===== src/rtl/seq_div_pkg.sv =====
// Shared types and op decoding for the sequential RV32M divider.
package seq_div_pkg;

    typedef enum logic [1:0] {IDLE, RUN, FIX, DONE} state_t;

    typedef enum logic [1:0] {
        OP_DIV  = 2'b00,
        OP_DIVU = 2'b01,
        OP_REM  = 2'b10,
        OP_REMU = 2'b11
    } div_op_t;

    function automatic logic is_signed(input div_op_t op);
        return ~op[0];
    endfunction

    function automatic logic is_rem(input div_op_t op);
        return op[1];
    endfunction

endpackage


===== src/rtl/div_special.sv =====
// Combinational detection of RISC-V divide-by-zero and signed-overflow cases
// and their architecturally mandated results.
module div_special
    import seq_div_pkg::*;
#(
    parameter int N = 32
) (
    input  div_op_t        op,
    input  logic [N-1:0]   dividend,
    input  logic [N-1:0]   divisor,
    output logic           special_valid,
    output logic [N-1:0]   special_result
);
    localparam logic [N-1:0] MIN = {1'b1, {(N-1){1'b0}}};

    logic div0, ovf;

    always_comb begin
        div0           = (divisor == '0);
        ovf            = is_signed(op) && (dividend == MIN) && (divisor == '1);
        special_valid  = div0 | ovf;
        special_result = '0;
        if (div0)
            special_result = is_rem(op) ? dividend : '1;
        else if (ovf)
            special_result = is_rem(op) ? '0 : MIN;
    end

endmodule


===== src/rtl/seq_divider.sv =====
// Radix-2 restoring divider (DIV/DIVU/REM/REMU), N iterations plus a sign-fix cycle.
// Define SEQ_DIVIDER_EARLY_OUT_EN to let divide-by-zero/overflow skip the iterations.
module seq_divider
    import seq_div_pkg::*;
#(
    parameter int N = 32
) (
    input  logic         clk,
    input  logic         rst,
    input  logic         start,
    input  logic [1:0]   op,
    input  logic [N-1:0] dividend,
    input  logic [N-1:0] divisor,
    output logic         busy,
    output logic         done,
    output logic [N-1:0] result
);
    localparam int CW = $clog2(N) + 1;

    state_t        state, state_nxt;
    div_op_t       op_q;
    logic          qneg, rneg;
    logic [N-1:0]  a_q, b_q;
    logic [N-1:0]  rem, quo, dvs;
    logic [CW-1:0] cnt;

    logic [N:0]    shifted, diff;
    logic [N-1:0]  quo_fix, rem_fix, fix_res;

    div_op_t       sp_op;
    logic [N-1:0]  sp_a, sp_b, sp_res;
    logic          sp_valid, early;

    function automatic logic [N-1:0] mag(input logic [N-1:0] x, input logic sgn);
        return (sgn && x[N-1]) ? -x : x;
    endfunction

    // In IDLE the checker looks at the live request; afterwards at the latched one.
    assign sp_op = (state == IDLE) ? div_op_t'(op) : op_q;
    assign sp_a  = (state == IDLE) ? dividend : a_q;
    assign sp_b  = (state == IDLE) ? divisor  : b_q;

    div_special #(.N(N)) u_special (
        .op            (sp_op),
        .dividend      (sp_a),
        .divisor       (sp_b),
        .special_valid (sp_valid),
        .special_result(sp_res)
    );

`ifdef SEQ_DIVIDER_EARLY_OUT_EN
    assign early = sp_valid;
`else
    assign early = 1'b0;
`endif

    assign busy = (state == RUN) || (state == FIX);
    assign done = (state == DONE);

    always_ff @(posedge clk or posedge rst) begin
        if (rst) state <= IDLE;
        else     state <= state_nxt;
    end

    always_comb begin
        state_nxt = state;
        unique case (state)
            IDLE: if (start) state_nxt = early ? FIX : RUN;
            RUN:  if (cnt == CW'(N-1)) state_nxt = FIX;
            FIX:  state_nxt = DONE;
            DONE: state_nxt = IDLE;
            default: state_nxt = IDLE;
        endcase
    end

    always_comb begin
        shifted = {rem, quo[N-1]};
        diff    = shifted - {1'b0, dvs};
        quo_fix = qneg ? -quo : quo;
        rem_fix = rneg ? -rem : rem;
        // Special cases always take the mandated value, whatever the iterations produced.
        if (sp_valid)          fix_res = sp_res;
        else if (is_rem(op_q)) fix_res = rem_fix;
        else                   fix_res = quo_fix;
    end

    always_ff @(posedge clk or posedge rst) begin
        if (rst) begin
            op_q   <= OP_DIV;
            qneg   <= 1'b0;
            rneg   <= 1'b0;
            a_q    <= '0;
            b_q    <= '0;
            rem    <= '0;
            quo    <= '0;
            dvs    <= '0;
            cnt    <= '0;
            result <= '0;
        end else begin
            unique case (state)
                IDLE: if (start) begin
                    op_q <= div_op_t'(op);
                    a_q  <= dividend;
                    b_q  <= divisor;
                    qneg <= is_signed(div_op_t'(op)) & (dividend[N-1] ^ divisor[N-1]);
                    rneg <= is_signed(div_op_t'(op)) & dividend[N-1];
                    quo  <= mag(dividend, is_signed(div_op_t'(op)));
                    dvs  <= mag(divisor, is_signed(div_op_t'(op)));
                    rem  <= '0;
                    cnt  <= '0;
                end
                RUN: begin
                    rem <= diff[N] ? shifted[N-1:0] : diff[N-1:0];
                    quo <= {quo[N-2:0], ~diff[N]};
                    cnt <= cnt + CW'(1);
                end
                FIX: result <= fix_res;
                default: ;
            endcase
        end
    end

endmodule


===== config.mk =====
export PLATFORM = sky130hd
export DESIGN_NAME = seq_divider
export DESIGN_NICKNAME = d
export VERILOG_FILES = /design/src/rtl/seq_div_pkg.sv /design/src/rtl/div_special.sv /design/src/rtl/seq_divider.sv
export SDC_FILE = /design/constraint.sdc
export NUM_CORES = 1
export LEC_CHECK = 0
export ABC_AREA = 1
export BUFFER_PORTS_ARGS = -buffer_cell sky130_fd_sc_hd__buf_2
export CAP_MARGIN = 30
export CELL_PAD_IN_SITES_DETAIL_PLACEMENT = 1
export CELL_PAD_IN_SITES_GLOBAL_PLACEMENT = 2
export CORE_MARGIN = 8
export CORE_UTILIZATION = 36
export CTS_CLUSTER_DIAMETER = 200
export DETAILED_ROUTE_END_ITERATION = 7
export GPL_TIMING_DRIVEN = 0
export PLACE_DENSITY_LB_ADDON = 0.1
export SLEW_MARGIN = 20
export SYNTH_ARGS = -nofsm -noshare
export SYNTH_HDL_FRONTEND = slang
export SYNTH_SLANG_ARGS = --single-unit

===== constraint.sdc =====
create_clock -name clk -period 15.2 [get_ports clk]
set_input_delay 2.28 -clock clk [delete_from_list [all_inputs] [get_ports clk]]
set_output_delay 2.28 -clock clk [all_outputs]
set_load 0.02 [all_outputs]

Word level (Yosys, flattened, before mapping)
Index checks and enable logic that the tools add are counted.
Word-level totals
  register bits: 204
  bits of input ports: 69
  output and inout bits: 34
  word-level logic and storage cells: 66
Cells by class
  add/subtract/negate cells: 6
  eq/ne operators: 8
  multiplexer cells: 23
  bitwise operators: 7
  reductions and logical operators: 11
Operators with widths (number)
  $mux 32: 15
  $neg 32->32: 4
  $pmux 32 s2: 2
  $eq 32x32->1 const B: 2
  $sub 33x32->33: 1
  $logic_not 32->1: 1
  $pmux 6 s2: 1
  $pmux 2 s4: 1
  $add 6x1->6 const B: 1
  $eq 6x5->1 const B: 1
  $mux 2: 3
  $mux 6: 1
  $reduce_and 2->1: 3
  $eq 2x2->1 const B: 2
  $logic_and 1x1->1: 4
  $not 1->1: 3
  $and 1x1->1: 2
  $eq 2x1->1 const B: 1
  $logic_not 2->1: 1
  $ne 2x1->1 const B: 1
  $ne 2x2->1 const B: 1
  $reduce_bool 2->1: 1
  $logic_or 1x1->1: 1
  $or 1x1->1: 1
  $xor 1x1->1: 1

Depth between registers and ports, before layout
Gate-level depths: netlist of the first run.
  word-level depth: 8
  mapped depth: 17
  mapped depth without buffers: 16

By module
Synthesis of the first run repeated with hierarchy kept, for this count alone.
Second synthesis, totals
  cells, all modules: 2628
  area total of the unflattened synthesis: 16209.3 sq um
By module, submodules not included
  seq_divider: instances 1, cells an instance 2475, area an instance 15492.4 sq um, sequential area each 5079.9 sq um
  div_special: instances 1, cells an instance 153, area an instance 716.9 sq um, sequential area each 0.0 sq um

Worst setup path before layout of the first run
No wires, ideal clock.
  kind: input -> register
  from: input port dividend[0]
  to: register quo[26]
  library setup time: 0.130 ns
  arrival time: 3.585 ns
  required time: 15.070 ns
  setup slack: 11.485 ns
  cell stages on the path: 13
  buffers on the path: 0
  cell sequence: inv_1 > ha_1 > nand4_1 > nor2_1 > nand2_1 > nor2_1 > nand2_1 > nand2_1 > nand2_1 > nand2_1 > nand3_1 > nand2_1 > o21ai_0
Between the ends
  cells in the longest elaborated chain, start to end: 4
RTL lines
  start, declared: RTL line seq_divider.sv:12  | input logic [N-1:0] dividend,
  $neg 32->32: RTL line seq_divider.sv:35  | return (sgn && x[N-1]) ? -x : x;
  $mux 32: RTL line seq_divider.sv:35
  $mux 32: RTL line seq_divider.sv:101  | IDLE: if (start) begin
  $pmux 32 s2: RTL line seq_divider.sv:100  | unique case (state)
  end signal, assigned: RTL line seq_divider.sv:107  | quo <= mag(dividend, is_signed(div_op_t'(op)));
  end signal, assigned: RTL line seq_divider.sv:114  | quo <= {quo[N-2:0], ~diff[N]};
  end, declared: RTL line seq_divider.sv:24  | logic [N-1:0] rem, quo, dvs;
Every way passes these cells. The select of a mux whose other input is x is not followed.
A chain may end at the register's enable or synchronous reset.

Worst setup path in the final report of the first run
Ends and elaborated chain as after synthesis.

==> flow_results.xml, run 1 <==
<?xml version="1.0" encoding="UTF-8"?>
<metrics>
  <group name="floorplan">
    <metric name="die_height" unit="um">226.9</metric>
    <metric name="dieArea" unit="mm2">0.05150</metric>
    <metric name="design.portCount" unit="">103</metric>
    <metric name="initial_core_util" unit="%">36.38</metric>
    <metric name="rows" unit="">77</metric>
    <metric name="core" unit="mm2">0.04403</metric>
    <metric name="fp.dieW" unit="um">226.9</metric>
  </group>
  <group name="route">
    <metric name="met1_length" unit="um">30750</metric>
    <metric name="first_iter_violations" unit="">1056</metric>
    <metric name="wl_per_cell" unit="um">20.59</metric>
    <metric name="initial_drt_pass_iterations" unit="">5</metric>
    <metric name="met3_wirelength" unit="um">2093</metric>
    <metric name="topRoutingLayerUsed" unit="">met4</metric>
    <metric name="routed-wl-met2" unit="um">34310</metric>
    <metric name="remaining_drc_errors" unit="">0</metric>
    <metric name="vias" unit="">17790</metric>
    <metric name="totalWireLength" unit="um">69980</metric>
    <metric name="post_drt_via_cell_ratio" unit="">5.234</metric>
    <metric name="route.antenna.remaining_nets" unit="">0</metric>
  </group>
  <group name="logic_synthesis">
    <metric name="synth.avg_cell_area" unit="um2">6.031</metric>
    <metric name="ys.warnings.count" unit="">0</metric>
    <metric name="synth_edf_count" unit="">0</metric>
    <metric name="sequential_fraction_of_the_synthesis_area" unit="%">31.71</metric>
    <metric name="synth.ff_latch_count" unit="">203</metric>
    <metric name="yosysUniqueCellTypes" unit="">38</metric>
    <metric name="async_sr_flop_fraction" unit="%">100.0</metric>
    <metric name="dominantRegCellSynth" unit="">dfrtp_1</metric>
    <metric name="synthesis.nets" unit="">2767</metric>
    <metric name="post_synth_inst_count" unit="">2656</metric>
    <metric name="synthesis.area" unit="mm2">0.01602</metric>
  </group>
  <group name="power_and_ir_drop">
    <metric name="sequential_fraction_of_design_power" unit="%">21.2</metric>
    <metric name="switchingPower" unit="mW">2.585</metric>
    <metric name="pwr-share-clk" unit="%">14.0</metric>
    <metric name="leakagePower" unit="nW">9.470</metric>
    <metric name="intPower" unit="mW">2.087</metric>
    <metric name="power.ir.vdd_worst" unit="mV">0.1025</metric>
    <metric name="p_sw_share" unit="%">55.33</metric>
    <metric name="comb_power_share" unit="%">64.7</metric>
    <metric name="power_per_cell_area" unit="mW/mm2">256.6</metric>
  </group>
  <group name="timing">
    <metric name="grt_setup_unrepaired" unit="">no</metric>
    <metric name="timing.final.max_slew_violations" unit="">0</metric>
    <metric name="final_period_minus_worst_setup_slack" unit="ps">4310</metric>
    <metric name="timing_worst_slew_pin_value" unit="ps">853.9</metric>
    <metric name="hold_violations" unit="">0</metric>
    <metric name="clk_skew" unit="ps">25.86</metric>
    <metric name="max_freq" unit="GHz">0.2320</metric>
    <metric name="tns" unit="ps">0</metric>
    <metric name="postLayoutSetupSlackWorst" unit="ps">10890</metric>
    <metric name="setup_viol" unit="">0</metric>
    <metric name="max_slew_margin" unit="%">42.47</metric>
    <metric name="fin_crit_sh" unit="%">28.35</metric>
  </group>
  <group name="layout">
    <metric name="final_common_cell" unit="">nand2_1</metric>
    <metric name="drive_above_1_share" unit="%">6.914</metric>
    <metric name="fin_util" unit="%">41.36</metric>
    <metric name="synthToLayoutAreaGrowth" unit="%">13.69</metric>
    <metric name="postLayoutCellArea" unit="mm2">0.01821</metric>
    <metric name="diodes" unit="">0</metric>
    <metric name="final_cell_mix" unit="">nand2_1 (943), inv_1 (349), o21ai_0 (275)</metric>
    <metric name="count_of_non_filler_cells_in_the_finished_layout" unit="">3398</metric>
    <metric name="final_net_count" unit="">2898</metric>
  </group>
  <group name="grt">
    <metric name="grt_use_total" unit="%">26.68</metric>
    <metric name="grt_start_max_net_pins" unit="">94</metric>
    <metric name="grt_pass1_wl" unit="um">106700</metric>
    <metric name="grt_pass1_vias" unit="">18280</metric>
    <metric name="number_of_antenna_violations_at_the_first_check_in_global_routing" unit="">0</metric>
    <metric name="total_congestion_overflow" unit="">0</metric>
  </group>
  <group name="critical_path">
    <metric name="r2r-start" unit="">state[0]</metric>
    <metric name="cp_max_fo" unit="">9</metric>
    <metric name="arrival" unit="ps">4700</metric>
    <metric name="worst-r2r-cell-count" unit="">14</metric>
    <metric name="critical_path.startpoint_type" unit="">input port</metric>
    <metric name="worst_ep_required_time" unit="ps">15590</metric>
    <metric name="worstSetupPathType" unit="">in2reg</metric>
    <metric name="setup.worst_path.end_class" unit="">register</metric>
    <metric name="r2r-end" unit="">result[30]</metric>
    <metric name="r2r_slack" unit="ps">12070</metric>
  </group>
  <group name="placed_design">
    <metric name="place.gp.congestion" unit="">0.9204</metric>
    <metric name="dp.cells" unit="">3351</metric>
    <metric name="dpl_cell_area" unit="mm2">0.01733</metric>
    <metric name="dp.final_hpwl" unit="um">57090</metric>
    <metric name="portBuffers" unit="">101</metric>
    <metric name="preCtsSetupSlack" unit="ps">10420</metric>
  </group>
  <group name="worst_hold_path">
    <metric name="worstHoldPathType" unit="">reg2reg</metric>
    <metric name="holdPathEnd" unit="">b_q[12]</metric>
    <metric name="timing.hold.worst_path_depth" unit="">2</metric>
    <metric name="holdCritStartpoint" unit="">b_q[12]</metric>
  </group>
  <group name="cts">
    <metric name="numCtsBuffers" unit="">26</metric>
    <metric name="clk_root_buffer_cell" unit="">clkbuf_16</metric>
    <metric name="cts_resized" unit="">0</metric>
    <metric name="cts.hold.buffers_added" unit="">0</metric>
    <metric name="tritoncts" unit="">built</metric>
    <metric name="postCtsSetupBuffers" unit="">0</metric>
    <metric name="htree_levels" unit="">1</metric>
    <metric name="clk_pin_slew_worst_setup_hold_paths" unit="ps">70</metric>
    <metric name="clock-sinks" unit="">203</metric>
    <metric name="clk_latency" unit="ps">560</metric>
    <metric name="max-clock-path-buffers" unit="">3</metric>
  </group>
  <group name="run_status">
    <metric name="run_status" unit="">completed</metric>
  </group>
  <group name="job">
    <metric name="drv.max_cap_violation_count" unit="">0</metric>
  </group>
</metrics>
[state kept, by name, summed over array words and instances, names as in the netlist]
name and flops:
b_q 32, qneg 1, quo 32, a_q 32, dvs 31, rem 32, rneg 1, state 2
op_q 2, cnt 6, result 32
[worst max-delay path by stage]
stage | from | end | slack (ps)
6_report | dividend[0] | quo[26] | 10890
5_1_grt | dividend[0] | quo[26] | 10770
4_1_cts | dividend[0] | quo[26] | 10950
3_5_place_dp | dividend[0] | quo[26] | 10420
3_3_place_gp | rst | b_q[13] | 4260
2_1_floorplan | rst | a_q[0] | 7380
[cell usage after synthesis, drive strengths merged (2+ instances only)]
master | number | area share [%]
a31oi | 5 | 0.20
nand2 | 943 | 22
o31ai | 6 | 0.28
nor3 | 31 | 0.97
nor2 | 247 | 5.8
inv | 353 | 8.3
or2 | 6 | 0.23
o21bai | 3 | 0.21
a22oi | 3 | 0.14
clkbuf | 52 | 1.2
o211ai | 9 | 0.42
nand4 | 34 | 1.3
nand3b | 7 | 0.33
a21oi | 141 | 4.4
xor2 | 13 | 0.71
buf | 46 | 1.8
nor4 | 3 | 0.12
ha | 41 | 3.2
nand3 | 208 | 6.5
o22ai | 2 | 0.078
dfrtp | 203 | 32
o21ai | 281 | 8.9
xnor2 | 14 | 0.77
[power by group through the flow]
stage,Clock (mW),Sequential [mW],Combinational [mW]
after floorplan,0,0.985,1.97
after global placement,0,0.990,2.93
after detailed placement,0,0.997,3.01
after CTS,0.670,0.990,3.03
after global routing,0.688,1.02,3.37
final,0.656,0.991,3.02
[final cells by class]
type                    instances  area [um2]
fillers                      6094       25820
flip-flops and latches        203        5080
inverters                     354        1336
clock inverters                13       162.7
clock buffers                  34       720.7
multi-input cells            2001        9129
well taps                     592       740.7
plain buffers                  98       480.5
repair buffers                103       560.5
[worst max-delay path: stages]
cell and delay [ps]:
buf_2 100, inv_1 220, ha_1 270, nand4_1 160, nor2_1 420, nand2_1 130
nor2_1 120, nand2_1 80, nand2_1 260, nand2_1 90, nand2_1 90, nand3_1 200
nand2_1 130, o21ai_0 130
[cells by family after synthesis]
group	synth area share (%)
mux	0.07030
flops	31.71
simple gates	37.41
buf+inv	11.30
fa+ha+maj	3.328
compound gates	14.71
xor+xnor	1.476
[through the flow]
step / total power, mW / hold slack (ps)
2_1_floorplan: 2.952 / 447.8
3_3_place_gp: 3.924 / 462.8
3_5_place_dp: 4.004 / 469.8
4_1_cts: 4.687 / 486.0
5_1_grt: 5.084 / 499.2
6_report: 4.672 / 484.6
[metal layers]
metal | global-route usage [%] | up-vias
met2 | 47.18 | 319
met1 | 33.78 | 8651
li1 | - | 8713
met4 | 9.561 | 0
met5 | 0 | -
met3 | 2.229 | 103
Power figures use the tool's default switching activity.
==> inputs of run 2 (changes only) <==
CORE_UTILIZATION = 33   (was 36)
clock period = 4.13 ns   (was 15.2 ns; I/O delays follow)
==> flow_results.xml, run 2 (synthesis results as in run 1) <==
<?xml version="1.0" encoding="UTF-8"?>
<metrics>
  <group name="cts">
    <metric name="clock-sinks" unit="">203</metric>
    <metric name="numCtsBuffers" unit="">29</metric>
    <metric name="clk_latency" unit="ps">580</metric>
    <metric name="cts_resized" unit="">0</metric>
    <metric name="max-clock-path-buffers" unit="">3</metric>
    <metric name="postCtsSetupBuffers" unit="">0</metric>
    <metric name="clk_root_buffer_cell" unit="">clkbuf_16</metric>
    <metric name="cts.hold.buffers_added" unit="">0</metric>
    <metric name="htree_levels" unit="">1</metric>
    <metric name="tritoncts" unit="">built</metric>
    <metric name="clk_pin_slew_worst_setup_hold_paths" unit="ps">60</metric>
  </group>
  <group name="grt">
    <metric name="total_congestion_overflow" unit="">0</metric>
    <metric name="grt_use_total" unit="%">25.47</metric>
    <metric name="grt_start_max_net_pins" unit="">33</metric>
    <metric name="grt_pass1_wl" unit="um">111800</metric>
    <metric name="grt_pass1_vias" unit="">18580</metric>
    <metric name="number_of_antenna_violations_at_the_first_check_in_global_routing" unit="">0</metric>
  </group>
  <group name="timing">
    <metric name="timing_worst_slew_pin_value" unit="ps">941.2</metric>
    <metric name="max_slew_margin" unit="%">37.25</metric>
    <metric name="fin_crit_sh" unit="%">77.72</metric>
    <metric name="tns" unit="ps">0</metric>
    <metric name="final_period_minus_worst_setup_slack" unit="ps">3210</metric>
    <metric name="max_freq" unit="GHz">0.3115</metric>
    <metric name="clk_skew" unit="ps">16.04</metric>
    <metric name="setup_viol" unit="">0</metric>
    <metric name="timing.final.max_slew_violations" unit="">0</metric>
    <metric name="postLayoutSetupSlackWorst" unit="ps">920.1</metric>
    <metric name="grt_setup_unrepaired" unit="">no</metric>
    <metric name="hold_violations" unit="">0</metric>
  </group>
  <group name="critical_path">
    <metric name="critical_path.startpoint_type" unit="">register</metric>
    <metric name="critical_path.top_delay_family" unit="">simple AND/OR/NAND/NOR gates</metric>
    <metric name="worst_ep_required_time" unit="ps">4590</metric>
    <metric name="max_stage_delay" unit="ps">390</metric>
    <metric name="arrival" unit="ps">3670</metric>
    <metric name="crit_path_frequent_cell" unit="">nand2_1</metric>
    <metric name="cp_max_fo" unit="">10</metric>
    <metric name="crit_slowest_cell" unit="">dfrtp_1</metric>
    <metric name="setup.worst_path.end_class" unit="">register</metric>
    <metric name="critical_path.cell_chain" unit="">inv_1 -&gt; ha_1 -&gt; inv_2 -&gt; buf_2 -&gt; nand2_1 -&gt; nand2_1 -&gt; nand2_1 -&gt; nor2_1 -&gt; nand2_1 -&gt; nor2_1 -&gt; nand3_1 -&gt; o21bai_4 -&gt; inv_2 -&gt; buf_6 -&gt; nand2_1 -&gt; a21oi_1</metric>
    <metric name="timing.critical_path.buf_inv" unit="">5</metric>
    <metric name="worstSetupPathType" unit="">reg2reg</metric>
  </group>
  <group name="placed_design">
    <metric name="place.gp.congestion" unit="">0.9064</metric>
    <metric name="dp.final_hpwl" unit="um">59360</metric>
    <metric name="dpl_cell_area" unit="mm2">0.01744</metric>
    <metric name="portBuffers" unit="">101</metric>
    <metric name="preCtsSetupSlack" unit="ps">911.3</metric>
  </group>
  <group name="floorplan">
    <metric name="die_height" unit="um">236.3</metric>
    <metric name="rows" unit="">80</metric>
    <metric name="initial_core_util" unit="%">33.48</metric>
    <metric name="core" unit="mm2">0.04785</metric>
    <metric name="design.portCount" unit="">103</metric>
    <metric name="dieArea" unit="mm2">0.05584</metric>
    <metric name="fp.dieW" unit="um">236.3</metric>
  </group>
  <group name="route">
    <metric name="post_drt_via_cell_ratio" unit="">5.149</metric>
    <metric name="wl_per_cell" unit="um">21.14</metric>
    <metric name="initial_drt_pass_iterations" unit="">5</metric>
    <metric name="first_iter_violations" unit="">916</metric>
    <metric name="remaining_drc_errors" unit="">0</metric>
    <metric name="route.antenna.remaining_nets" unit="">0</metric>
    <metric name="totalWireLength" unit="um">72560</metric>
    <metric name="vias" unit="">17670</metric>
  </group>
  <group name="layout">
    <metric name="diodes" unit="">0</metric>
    <metric name="final_common_cell" unit="">nand2_1</metric>
    <metric name="postLayoutCellArea" unit="mm2">0.01845</metric>
    <metric name="synthToLayoutAreaGrowth" unit="%">15.18</metric>
    <metric name="drive_above_1_share" unit="%">7.242</metric>
    <metric name="final_net_count" unit="">2906</metric>
    <metric name="final_cell_mix" unit="">nand2_1 (943), inv_1 (349), o21ai_0 (275)</metric>
  </group>
  <group name="worst_hold_path">
    <metric name="worstHoldPathType" unit="">in2async</metric>
  </group>
  <group name="power_and_ir_drop">
    <metric name="leakagePower" unit="nW">9.575</metric>
    <metric name="power.ir.vdd_worst" unit="mV">0.3905</metric>
    <metric name="power_per_cell_area" unit="mW/mm2">951.7</metric>
  </group>
  <group name="run_status">
    <metric name="run_status" unit="">completed</metric>
  </group>
  <group name="job">
    <metric name="drv.max_cap_violation_count" unit="">0</metric>
  </group>
</metrics>
## run 2: changes by cell type in the layout (fill, tap and decap cells not counted)
cell	delta
buf_16	-2
clkbuf_16	+3
clkinvlp_4	-1
clkbuf_1	+1
buf_12	+7
inv_6	+1
inv_8	-1
clkbuf_8	+6
clkinv_2	-2
clkinv_8	-1
## run 2: power by group
| group | switching [mW] | internal, mW | leakage, nW |
|---|---|---|---|
| clock | 1.03 | 1.65 | 0.498 |
| sequential | 0.708 | 2.95 | 2.49 |
| combinational | 7.90 | 3.32 | 6.59 |
## run 2: area by class of cell
cell class	count	area (um2)
plain buffers	98	480.5
clock buffers	44	882.1
clock inverters	9	130.1
fillers	6515	29400
inverters	354	1333
multi-input cells	2001	9129
flip-flops and latches	203	5080
well taps	615	769.5
repair buffers	108	645.6
## run 2: final timing paths
path / to / slack, ps / cells after the start / startpoint
max in group asynchronous: b_q[11] / 2900 / 6 / rst
worst max-delay path: result[8] / 920 / 16 / state[0]
worst min-delay path: result[20] / 50 / 2 / rst
worst max register to register: result[8] / 920 / 16 / state[0]
min in group clk: dvs[22] / 300 / 2 / divisor[22]
worst min register to register: b_q[10] / 480 / 2 / b_q[10]
## run 2: routing by layer
| layer | global-route usage [%] | wire length (um) | vias up |
|---|---|---|---|
| met5 | 0 | 0 | - |
| met4 | 8.463 | 2785 | 0 |
| met3 | 1.924 | 1668 | 93 |
| met2 | 45.54 | 35710 | 283 |
| met1 | 32.06 | 32390 | 8582 |
| li1 | - | - | 8715 |
## run 2: through the flow
stage / total power, mW / hold slack (ps) / std cells / util, %
final: 17.56 / 51.61 / 3432 / 38.56
after global routing: 19.16 / 80.20 / 3432 / 38.56
after CTS: 17.67 / 43.51 / 3432 / 38.56
after detailed placement: 14.89 / 471.2 / 3379 / 36.44
after global placement: 14.60 / 462.0 / 3372 / 36.15
after floorplan: 10.86 / 447.8 / 2656 / -
==> inputs of run 3 (changes only) <==
ABC_AREA = 0   (was 1)
CORE_UTILIZATION = 37   (was 33)
clock period = 3.3 ns   (was 4.13 ns; I/O delays follow)
==> flow_results.xml, run 3 <==
<?xml version="1.0" encoding="UTF-8"?>
<metrics>
  <group name="layout">
    <metric name="fin_util" unit="%">44.07</metric>
    <metric name="count_of_non_filler_cells_in_the_finished_layout" unit="">2445</metric>
    <metric name="diodes" unit="">0</metric>
    <metric name="drive_above_1_share" unit="%">14.84</metric>
    <metric name="synthToLayoutAreaGrowth" unit="%">18.64</metric>
    <metric name="final_cell_mix" unit="">nand2_1 (334), dfrtp_1 (186), a21oi_1 (152), o21ai_0 (152), nor2_1 (122)</metric>
    <metric name="final_net_count" unit="">2022</metric>
    <metric name="postLayoutCellArea" unit="mm2">0.01687</metric>
    <metric name="final_common_cell" unit="">nand2_1</metric>
  </group>
  <group name="worst_hold_path">
    <metric name="worstHoldPathType" unit="">in2async</metric>
  </group>
  <group name="power_and_ir_drop">
    <metric name="leakagePower" unit="nW">7.139</metric>
    <metric name="power.ir.vdd_worst" unit="mV">0.4173</metric>
    <metric name="power_per_cell_area" unit="mW/mm2">1142</metric>
  </group>
  <group name="timing">
    <metric name="grt_setup_unrepaired" unit="">yes</metric>
    <metric name="fin_crit_sh" unit="%">99.09</metric>
    <metric name="timing.final.max_slew_violations" unit="">0</metric>
    <metric name="clk_skew" unit="ps">9.808</metric>
    <metric name="postLayoutSetupSlackWorst" unit="ps">30.19</metric>
    <metric name="final_period_minus_worst_setup_slack" unit="ps">3270</metric>
    <metric name="max_freq" unit="GHz">0.3058</metric>
    <metric name="hold_violations" unit="">0</metric>
    <metric name="setup_viol" unit="">0</metric>
    <metric name="timing_worst_slew_pin_value" unit="ps">787.6</metric>
    <metric name="max_slew_margin" unit="%">47.09</metric>
  </group>
  <group name="floorplan">
    <metric name="core" unit="mm2">0.03829</metric>
    <metric name="rows" unit="">72</metric>
    <metric name="design.portCount" unit="">103</metric>
    <metric name="initial_core_util" unit="%">37.14</metric>
    <metric name="die_height" unit="um">212.1</metric>
    <metric name="dieArea" unit="mm2">0.04497</metric>
    <metric name="fp.dieW" unit="um">212.1</metric>
  </group>
  <group name="logic_synthesis">
    <metric name="synth_largest_area_cell" unit="">dfrtp_1</metric>
    <metric name="synth.ff_latch_count" unit="">203</metric>
    <metric name="async_sr_flop_fraction" unit="%">100.0</metric>
    <metric name="ys.warnings.count" unit="">0</metric>
    <metric name="synth_common_cells" unit="">nand2_1 (337), dfrtp_1 (203), a21oi_1 (181)</metric>
    <metric name="post_synth_inst_count" unit="">1788</metric>
    <metric name="synth.top_cells.by_area" unit="">dfrtp_1 (36%), nand2_1 (8.9%), a21oi_1 (6.4%), o21ai_0 (5.5%), xnor2_1 (4.9%)</metric>
    <metric name="post-synth-top-count-cell" unit="">nand2_1</metric>
    <metric name="sequential_fraction_of_the_synthesis_area" unit="%">35.72</metric>
    <metric name="synth.avg_cell_area" unit="um2">7.954</metric>
    <metric name="synth_edf_count" unit="">0</metric>
    <metric name="synthesis.nets" unit="">1899</metric>
    <metric name="dominantRegCellSynth" unit="">dfrtp_1</metric>
    <metric name="post-synth-top-area-fraction" unit="%">35.72</metric>
    <metric name="yosysUniqueCellTypes" unit="">81</metric>
    <metric name="synthesis.area" unit="mm2">0.01422</metric>
  </group>
  <group name="critical_path">
    <metric name="arrival" unit="ps">3740</metric>
    <metric name="worstSetupPathType" unit="">reg2reg</metric>
    <metric name="setup.worst_path.end_class" unit="">register</metric>
    <metric name="r2r-start" unit="">state[1]</metric>
    <metric name="r2r_slack" unit="ps">30</metric>
    <metric name="worst-r2r-cell-count" unit="">11</metric>
    <metric name="worst_ep_required_time" unit="ps">3770</metric>
    <metric name="critical_path.startpoint_type" unit="">register</metric>
    <metric name="cp_max_fo" unit="">10</metric>
    <metric name="r2r-end" unit="">result[9]</metric>
  </group>
  <group name="route">
    <metric name="vias" unit="">13960</metric>
    <metric name="initial_drt_pass_iterations" unit="">5</metric>
    <metric name="post_drt_via_cell_ratio" unit="">5.709</metric>
    <metric name="remaining_drc_errors" unit="">0</metric>
    <metric name="totalWireLength" unit="um">60270</metric>
    <metric name="first_iter_violations" unit="">947</metric>
    <metric name="wl_per_cell" unit="um">24.65</metric>
    <metric name="route.antenna.remaining_nets" unit="">0</metric>
  </group>
  <group name="grt">
    <metric name="grt_start_max_net_pins" unit="">32</metric>
    <metric name="grt_pass1_wl" unit="um">91000</metric>
    <metric name="number_of_antenna_violations_at_the_first_check_in_global_routing" unit="">0</metric>
    <metric name="grt_use_total" unit="%">26.46</metric>
    <metric name="grt_pass1_vias" unit="">14350</metric>
    <metric name="total_congestion_overflow" unit="">0</metric>
  </group>
  <group name="cts">
    <metric name="clk_pin_slew_worst_setup_hold_paths" unit="ps">60</metric>
    <metric name="htree_levels" unit="">1</metric>
    <metric name="clk_latency" unit="ps">550</metric>
    <metric name="clk_root_buffer_cell" unit="">clkbuf_16</metric>
    <metric name="max-clock-path-buffers" unit="">3</metric>
    <metric name="numCtsBuffers" unit="">25</metric>
    <metric name="tritoncts" unit="">built</metric>
    <metric name="cts.hold.buffers_added" unit="">0</metric>
    <metric name="clock-sinks" unit="">203</metric>
  </group>
  <group name="placed_design">
    <metric name="place.gp.congestion" unit="">0.9424</metric>
    <metric name="dp.final_hpwl" unit="um">47610</metric>
    <metric name="dp.cells" unit="">2404</metric>
    <metric name="preCtsSetupSlack" unit="ps">-814.7</metric>
    <metric name="portBuffers" unit="">90</metric>
    <metric name="dpl_cell_area" unit="mm2">0.01548</metric>
  </group>
  <group name="job">
    <metric name="drv.max_cap_violation_count" unit="">0</metric>
  </group>
  <group name="run_status">
    <metric name="run_status" unit="">completed</metric>
  </group>
</metrics>
-- run 3: cell families after synthesis --
family	synth area share, %
simple gates	21.96
compound gates	20.73
flops	35.72
buf+inv	4.839
xor+xnor	8.622
mux	4.382
fa+ha+maj	3.748
-- run 3: layout make-up --
type	count	area [um2]
Fill cell	4658	21410
Clock buffer	37	710.7
Sequential cell	203	5101
Tap cell	518	648.1
Buffer	107	474.2
Timing Repair Buffer	105	651.9
Clock inverter	6	155.1
Multi-Input combinational cell	1408	8899
Inverter	61	232.7
-- run 3: how the worst max path moves through the flow --
stage,from,endpoint,slack (ps),cells after the start
6_report,state[1],result[9],30,11
5_1_grt,state[0],result[9],-50,11
4_1_cts,rem[24],rem[20],4,11
3_5_place_dp,state[0],cnt[5],-810,12
3_3_place_gp,rst,result[9],-1420,2
2_1_floorplan,rst,a_q[0],170,1
-- run 3: worst max-delay path, stage by stage, from the launching register on --
cell and delay (ps):
dfrtp_1 400, inv_1 130, ha_4 200, or4b_1 470, nor3_1 210, a2bb2o_2 330, or4_4 580, buf_4 210
buf_6 170, a21oi_2 230, a21oi_1 100, a21oi_1 150
-- run 3: routing by layer --
layer | routed length [um] | track usage (%)
met3 | 2975 | 3.213
met5 | 0 | 0
met2 | 26660 | 41.24
met4 | 1520 | 6.902
met1 | 29120 | 38.38
-- run 3: per-stage QoR --
stage	power, mW	hold slack, ps	setup TNS [ps]
6_report	19.27	46.74	0
3_3_place_gp	15.21	456.3	-364940
2_1_floorplan	11.88	439.0	0
3_5_place_dp	15.49	465.9	-90010
4_1_cts	18.92	40.38	0
5_1_grt	20.65	56.10	-277.5
-- run 3: report_power, final --
| part | total [mW] | internal [mW] | switching (mW) |
|---|---|---|---|
| clock | 3.00 | 1.86 | 1.13 |
| sequential | 5.06 | 3.66 | 1.40 |
| combinational | 11.2 | 4.14 | 7.07 |
-- run 3: timing repair --
| action | CTS | global route |
|---|---|---|
| pin swaps | 7 | 7 |
| gates cloned | 0 | 0 |
| setup buffers | 4 | 2 |
| setup endpoints to repair | 200 | 142 |
| resized for setup | 84 | 61 |
